## config.mk

```make
export PLATFORM = sky130hd
export DESIGN_NAME = kv_ram_loader
export DESIGN_NICKNAME = d
export VERILOG_FILES = /design/src/rtl/kv_ram_loader.sv
export SDC_FILE = /design/constraint.sdc
export NUM_CORES = 2
export LEC_CHECK = 0
export ABC_AREA = 1
export ABC_CLOCK_PERIOD_IN_PS = 4300
export CAP_MARGIN = 30
export CORE_AREA = 2 2 571 573
export CTS_BUF_LIST = sky130_fd_sc_hd__clkbuf_8
export CTS_CLUSTER_DIAMETER = 200
export CTS_CLUSTER_SIZE = 30
export DETAILED_ROUTE_END_ITERATION = 16
export DIE_AREA = 0 0 573 575
export PLACE_DENSITY = 0.41
export SETUP_SLACK_MARGIN = 0.05
export SLEW_MARGIN = 0
export SYNTH_ARGS = -nofsm -noshare
export SYNTH_HDL_FRONTEND = slang
export SYNTH_SLANG_ARGS = --single-unit
```

## constraint.sdc

```tcl
create_clock -name clk -period 4.3 [get_ports clk]
set_input_delay 0.43 -clock clk [delete_from_list [all_inputs] [get_ports clk]]
set_output_delay 0.43 -clock clk [all_outputs]
set_load 0.03 [all_outputs]
```

## src/rtl/kv_ram_loader.sv

```systemverilog
// Streams a byte-serial matrix image into the K or V multi-head RAM, one packed
// row (H heads x N bytes) per write; passes the engine's read addresses through when idle.
module kv_ram_loader #(
  parameter int M  = 166,
  parameter int N  = 44,
  parameter int H  = 4,
  parameter int AW = (M > 1) ? $clog2(M) : 1,
  parameter int HW = (H > 1) ? $clog2(H) : 1
) (
  input  logic                 clk,
  input  logic                 rst,
  input  logic                 start,
  input  logic                 sel_v,
  input  logic                 one_head,
  input  logic [HW-1:0]        head_idx,
  input  logic                 in_valid,
  input  logic [7:0]           in_data,
  output logic                 in_ready,
  input  logic [AW-1:0]        dut_K_addr,
  input  logic [AW-1:0]        dut_V_addr,
  output logic [AW-1:0]        K_addr,
  output logic [AW-1:0]        V_addr,
  output logic [H*N*8-1:0]     ram_data,
  output logic [H-1:0]         ram_be,
  output logic                 K_we,
  output logic                 V_we,
  output logic                 busy,
  output logic                 done
);
  localparam int S  = H * N;
  localparam int BW = (S > 1) ? $clog2(S) : 1;

  typedef enum logic [1:0] {IDLE, FILL, WRITE, DONE} state_t;
  state_t state, state_nx;

  logic          sel_q, one_q;
  logic [BW-1:0] base_q, byte_q, last_c, slot_c;
  logic [AW-1:0] row_q;
  logic [HW-1:0] hidx_c;
  logic          row_end, last_row;

  // Out-of-range head indices land on the top head
  always_comb begin
    hidx_c = head_idx;
    if (int'(head_idx) >= H) hidx_c = HW'(H - 1);
  end

  assign last_c   = one_q ? BW'(N - 1) : BW'(S - 1);
  assign slot_c   = base_q + byte_q;
  assign row_end  = (byte_q == last_c);
  assign last_row = (row_q == AW'(M - 1));

  always_ff @(posedge clk) begin
    if (rst) state <= IDLE;
    else     state <= state_nx;
  end

  always_comb begin
    state_nx = state;
    in_ready = 1'b0;
    K_we     = 1'b0;
    V_we     = 1'b0;
    done     = 1'b0;
    case (state)
      IDLE:  if (start) state_nx = FILL;
      FILL: begin
        in_ready = 1'b1;
        if (in_valid && row_end) state_nx = WRITE;
      end
      WRITE: begin
        K_we     = !sel_q;
        V_we     = sel_q;
        state_nx = last_row ? DONE : FILL;
      end
      DONE: begin
        done     = 1'b1;
        state_nx = IDLE;
      end
      default: state_nx = IDLE;
    endcase
  end

  // Slot contents persist across rows; only enabled heads are ever rewritten
  always_ff @(posedge clk) begin
    if (rst) begin
      sel_q    <= 1'b0;
      one_q    <= 1'b0;
      base_q   <= '0;
      byte_q   <= '0;
      row_q    <= '0;
      ram_be   <= '0;
      ram_data <= '0;
    end else begin
      case (state)
        IDLE: if (start) begin
          sel_q  <= sel_v;
          one_q  <= one_head;
          base_q <= one_head ? BW'(int'(hidx_c) * N) : '0;
          ram_be <= one_head ? (H'(1) << hidx_c) : '1;
          row_q  <= '0;
          byte_q <= '0;
        end
        FILL: if (in_valid) begin
          ram_data[{slot_c, 3'b000} +: 8] <= in_data;
          byte_q <= byte_q + 1'b1;
        end
        WRITE: if (!last_row) begin
          row_q  <= row_q + 1'b1;
          byte_q <= '0;
        end
        default: ;
      endcase
    end
  end

  assign busy   = (state != IDLE);
  assign K_addr = (busy && !sel_q) ? row_q : dut_K_addr;
  assign V_addr = (busy &&  sel_q) ? row_q : dut_V_addr;

endmodule

```

==> impl_metrics.prom <==
# TYPE chip_impl_metric gauge
chip_impl_info{name="run_status",value="finished, final reports clean"} 1
chip_impl_info{name="worst_hold_path_type",value="primary input to flip-flop"} 1
chip_impl_metric{name="drt-pass1-iter-count",unit=""} 6
chip_impl_metric{name="synth_top_area_share",unit="%"} 51.1
chip_impl_metric{name="post_cts_buffers",unit=""} 0
chip_impl_metric{name="syn-num-nets",unit=""} 7600
chip_impl_metric{name="final_antenna_net_count",unit=""} 0
chip_impl_metric{name="routed_wl",unit="um"} 387000
chip_impl_metric{name="flow.area_growth_from_synthesis",unit="%"} 38.8
chip_impl_metric{name="path_clk_slew",unit="ps"} 220
chip_impl_metric{name="critPathRequiredTime",unit="ps"} 5250
chip_impl_metric{name="synth-edff-count",unit=""} 0
chip_impl_metric{name="power.static_leakage",unit="nW"} 27.4
chip_impl_metric{name="setup_viol",unit=""} 0
chip_impl_info{name="r2r-end",value="ram_data[210]"} 1
chip_impl_info{name="element_type_at_the_critical_path_end",value="flip-flop"} 1
chip_impl_metric{name="globalRouteOverflowTotal",unit=""} 0
chip_impl_metric{name="clock_sinks",unit=""} 1437
chip_impl_metric{name="groute.usage.overall",unit="%"} 22.3
chip_impl_info{name="yosys.cell_count.top_type",value="sky130_fd_sc_hd__dfxtp_1"} 1
chip_impl_metric{name="fmax",unit="MHz"} 247
chip_impl_metric{name="initial_utilization",unit="%"} 17.4
chip_impl_metric{name="final_layout_size_suffix_gt1_share",unit="%"} 5.24
chip_impl_metric{name="cts_inserted_buffers",unit=""} 57
chip_impl_info{name="synth-main-ff-cell",value="sky130_fd_sc_hd__dfxtp_1"} 1
chip_impl_metric{name="post_synth_num_cell_types",unit=""} 38
chip_impl_info{name="worst-setup-path-type",value="flip-flop to flip-flop"} 1
chip_impl_metric{name="maxSlewHeadroom",unit="%"} 31.5
chip_impl_metric{name="row_count",unit=""} 209
chip_impl_info{name="post_synth_top_area_cell",value="sky130_fd_sc_hd__dfxtp_1"} 1
chip_impl_metric{name="timing.hold.ws",unit="ps"} 214
chip_impl_metric{name="number_of_global_route_vias_before_repair",unit=""} 56600
chip_impl_info{name="reg2reg_from",value="byte_q[2]"} 1
chip_impl_metric{name="synth_area_per_cell",unit="um^2"} 7.46
chip_impl_metric{name="ir_drop",unit="mV"} 0.230
chip_impl_info{name="worst_setup_path_start_kind",value="flip-flop"} 1
chip_impl_metric{name="swShare",unit="%"} 35.4
chip_impl_metric{name="die_area",unit="um^2"} 329000
chip_impl_metric{name="power_frac_seq",unit="%"} 55.9
chip_impl_info{name="cts.root.buffer_cell",value="sky130_fd_sc_hd__clkbuf_8"} 1
chip_impl_info{name="synth.top_cells.by_area",value="sky130_fd_sc_hd__dfxtp_1 (51%), sky130_fd_sc_hd__a21oi_1 (9.6%), sky130_fd_sc_hd__o21ai_0 (9.0%)"} 1
chip_impl_metric{name="antenna_violations_before_repair",unit=""} 34
chip_impl_metric{name="worstHoldPathCells",unit=""} 3
chip_impl_metric{name="m1WireLength",unit="um"} 155000
chip_impl_metric{name="timing.final.crit_period",unit="ps"} 4050
chip_impl_metric{name="ys_seq_elements",unit=""} 1437
chip_impl_metric{name="drt_iter0_markers",unit=""} 5558
chip_impl_metric{name="combPwrFrac",unit="%"} 18.7
chip_impl_info{name="yosys-top-cells-count",value="sky130_fd_sc_hd__dfxtp_1 (1437), sky130_fd_sc_hd__nor2_1 (1147), sky130_fd_sc_hd__a21oi_1 (1084)"} 1
chip_impl_metric{name="vias_per_cell",unit=""} 4.53
chip_impl_metric{name="fp.dieH",unit="um"} 575
chip_impl_metric{name="grt_start_max_net_pins",unit=""} 143
chip_impl_metric{name="postSynth.asyncResetShare",unit="%"} 0
chip_impl_metric{name="worst_slack",unit="ps"} 245
chip_impl_info{name="worst_hold_path.endpoint",value="ram_data[6]"} 1
chip_impl_metric{name="core_region_area",unit="um^2"} 323000
chip_impl_metric{name="die_width",unit="um"} 573
chip_impl_metric{name="report.final.slew_viol_count",unit=""} 0
chip_impl_metric{name="seq_area_frac_synth",unit="%"} 51.1
chip_impl_metric{name="netlist_instances",unit=""} 7548
chip_impl_metric{name="r2r.worst_path.cells",unit=""} 13
chip_impl_metric{name="route.detailed.wl_per_inst",unit="um"} 29.3
chip_impl_metric{name="final_net_count",unit=""} 8884
chip_impl_metric{name="cp_data_arrival_time",unit="ps"} 5000
chip_impl_info{name="rsz_0062_raised_after_global_routing",value="yes"} 1
chip_impl_metric{name="grt_pass1_wl",unit="um"} 513000
chip_impl_metric{name="finalSetupTns",unit="ps"} 0
chip_impl_metric{name="routed-wl-met3",unit="um"} 33100
chip_impl_info{name="tritoncts",value="yes"} 1
chip_impl_metric{name="total_switching_power",unit="mW"} 8.47
chip_impl_metric{name="timing.final.hold_violations",unit=""} 0
chip_impl_info{name="highest-signal-layer",value="met5"} 1
chip_impl_metric{name="final.period_utilization",unit="%"} 94.3
chip_impl_metric{name="setup.reg_to_reg.worst_slack",unit="ps"} 250
chip_impl_metric{name="drcViolationCount",unit=""} 0
chip_impl_metric{name="pwr-share-clk",unit="%"} 25.4
chip_impl_metric{name="portBuffers",unit=""} 1464
chip_impl_metric{name="tightestPinTransition",unit="ps"} 1020
chip_impl_metric{name="gp_congestion",unit=""} 0.909
chip_impl_metric{name="critPathMaxFanout",unit=""} 45
chip_impl_metric{name="hpwl",unit="um"} 300000
chip_impl_metric{name="met2_wirelength",unit="um"} 181000
chip_impl_metric{name="h-tree-depth",unit=""} 2
chip_impl_info{name="timing.hold.worst.start",value="in_data[6]"} 1
chip_impl_metric{name="cts.path.max_buffers",unit=""} 3
chip_impl_metric{name="synthesis.area",unit="um^2"} 56300
chip_impl_metric{name="internal_power_consumption",unit="mW"} 15.5
chip_impl_metric{name="maxCapViolCount",unit=""} 0
chip_impl_metric{name="dp_worst_setup_slack",unit="ps"} 133
chip_impl_metric{name="power_per_cell_area",unit="nW/um^2"} 306
chip_impl_metric{name="io_pins",unit=""} 1465
chip_impl_info{name="worst_setup_path_startpoint",value="byte_q[2]"} 1
chip_impl_metric{name="clock_latency",unit="ps"} 1020
chip_impl_metric{name="synth-warning-count",unit=""} 0
chip_impl_metric{name="total_power",unit="mW"} 23.9
chip_impl_metric{name="timing.clock.skew",unit="ps"} 57.5
chip_impl_metric{name="num-fill-cells",unit=""} 35800
chip_impl_metric{name="detailroute.via_count",unit=""} 59600
==> registers in the layout, summed over array words and instances (netlist names) <==
| name | cells |
|---|---|
| sel_q | 1 |
| state | 2 |
| row_q | 8 |
| byte_q | 8 |
| ram_be | 4 |
| one_q | 1 |
| ram_data | 1408 |
| base_q | 5 |
==> per-stage QoR <==
stage                     instances  cell area (um^2)  utilization [%]
final                         13200             78200             24.2
after global routing          13200             78100             24.2
after CTS                     13200             78100             24.2
after detailed placement      13100             77000             23.8
after global placement        13100             77000             23.8
after floorplan                7548             56300                -
==> power groups by stage <==
| stage | Clock, mW | Combinational (mW) | Sequential, mW |
|---|---|---|---|
| 2_1_floorplan | 0 | 1.94 | 13.7 |
| 3_3_place_gp | 0 | 4.44 | 13.7 |
| 3_5_place_dp | 0 | 4.46 | 13.7 |
| 4_1_cts | 6.39 | 4.48 | 13.4 |
| 5_1_grt | 6.73 | 4.63 | 13.4 |
| 6_report | 6.09 | 4.47 | 13.4 |
==> logic make-up after synthesis <==
kind of cell               Yosys count  share of synthesized area [%]
and+or+nand+nor                   2844                           21.6
adders and majority gates           20                          0.458
DFF                               1437                           51.1
buffers and inverters             1106                           7.63
AOI/OAI and AO/OA                 2132                           19.1
xor gates and xnor gates             9                          0.187
==> cells in the final DEF (no fill, tap or decap), types with 3 or more instances in the layout <==
master / count
sky130_fd_sc_hd__ha_1: 19
sky130_fd_sc_hd__nand2_4: 8
sky130_fd_sc_hd__nor3_1: 136
sky130_fd_sc_hd__o21ai_0: 1010
sky130_fd_sc_hd__dfxtp_1: 1437
sky130_fd_sc_hd__a32o_1: 4
sky130_fd_sc_hd__inv_1: 571
sky130_fd_sc_hd__nor2_4: 9
sky130_fd_sc_hd__buf_12: 40
sky130_fd_sc_hd__nand3_1: 360
sky130_fd_sc_hd__nor4_1: 14
sky130_fd_sc_hd__buf_4: 227
sky130_fd_sc_hd__buf_2: 7
sky130_fd_sc_hd__inv_2: 12
sky130_fd_sc_hd__o21a_1: 5
sky130_fd_sc_hd__o211a_1: 5
sky130_fd_sc_hd__nand2_2: 6
sky130_fd_sc_hd__a211oi_1: 4
sky130_fd_sc_hd__a21oi_1: 1084
sky130_fd_sc_hd__a31oi_1: 4
sky130_fd_sc_hd__nor2_2: 38
sky130_fd_sc_hd__clkbuf_8: 59
sky130_fd_sc_hd__dlygate4sd3_1: 9
sky130_fd_sc_hd__nand3_4: 3
sky130_fd_sc_hd__nand2_1: 892
sky130_fd_sc_hd__xor2_1: 5
sky130_fd_sc_hd__clkdlybuf4s50_1: 1455
sky130_fd_sc_hd__o21ai_1: 15
sky130_fd_sc_hd__diode_2: 14
sky130_fd_sc_hd__nor3_2: 26
sky130_fd_sc_hd__or2_2: 3
sky130_fd_sc_hd__nand3_2: 3
sky130_fd_sc_hd__nor2_1: 1133
sky130_fd_sc_hd__nand4_1: 208
==> cell type report <==
cell class	count	area [um^2]	area share (%)
sequential	1437	28800	36.8
multi-input combinational	5005	23500	30.1
timing repair buffer	1743	17300	22.1
tap	4325	5410	6.92
inverter	588	2230	2.85
clock buffer	58	798	1.02
clock inverter	8	158	0.202
antenna	14	35.0	0.0448
==> layer usage <==
metal | vias to the layer above | global-route usage (%)
li1 | 27600 | -
met1 | 29200 | 26.6
met3 | 398 | 6.64
met5 | - | 0
met2 | 2461 | 37.5
met4 | 6 | 8.95
==> critical path, cell delays in order, from the launching register on <==
cell and delay [ps]:
sky130_fd_sc_hd__dfxtp_1 420, sky130_fd_sc_hd__ha_1 220, sky130_fd_sc_hd__fa_1 490, sky130_fd_sc_hd__inv_1 120, sky130_fd_sc_hd__nand3_2 170, sky130_fd_sc_hd__nand2_4 140
sky130_fd_sc_hd__buf_12 270, sky130_fd_sc_hd__buf_4 470, sky130_fd_sc_hd__nand3_1 170, sky130_fd_sc_hd__nor2_1 430, sky130_fd_sc_hd__nand2_1 230, sky130_fd_sc_hd__nor2_2 540
sky130_fd_sc_hd__o21ai_0 150, sky130_fd_sc_hd__a21oi_1 170
==> repair_timing <==
action,CTS,global route
hold buffers,9,0
gates resized for setup,1,12
setup endpoints to repair,1,57
endpoints found under the hold margin,107,0
pin swaps,0,0
==> worst max path at each step <==
stage / end / slack, ps / cells after the start
after CTS: ram_data[1003] / 170 / 14
after global placement: ram_data[349] / 140 / 12
after detailed placement: ram_data[349] / 130 / 12
after floorplan: ram_data[1064] / 1390 / 15
final: ram_data[210] / 250 / 13
after global routing: ram_data[723] / 9 / 13
(Power assumes the default switching activity.)
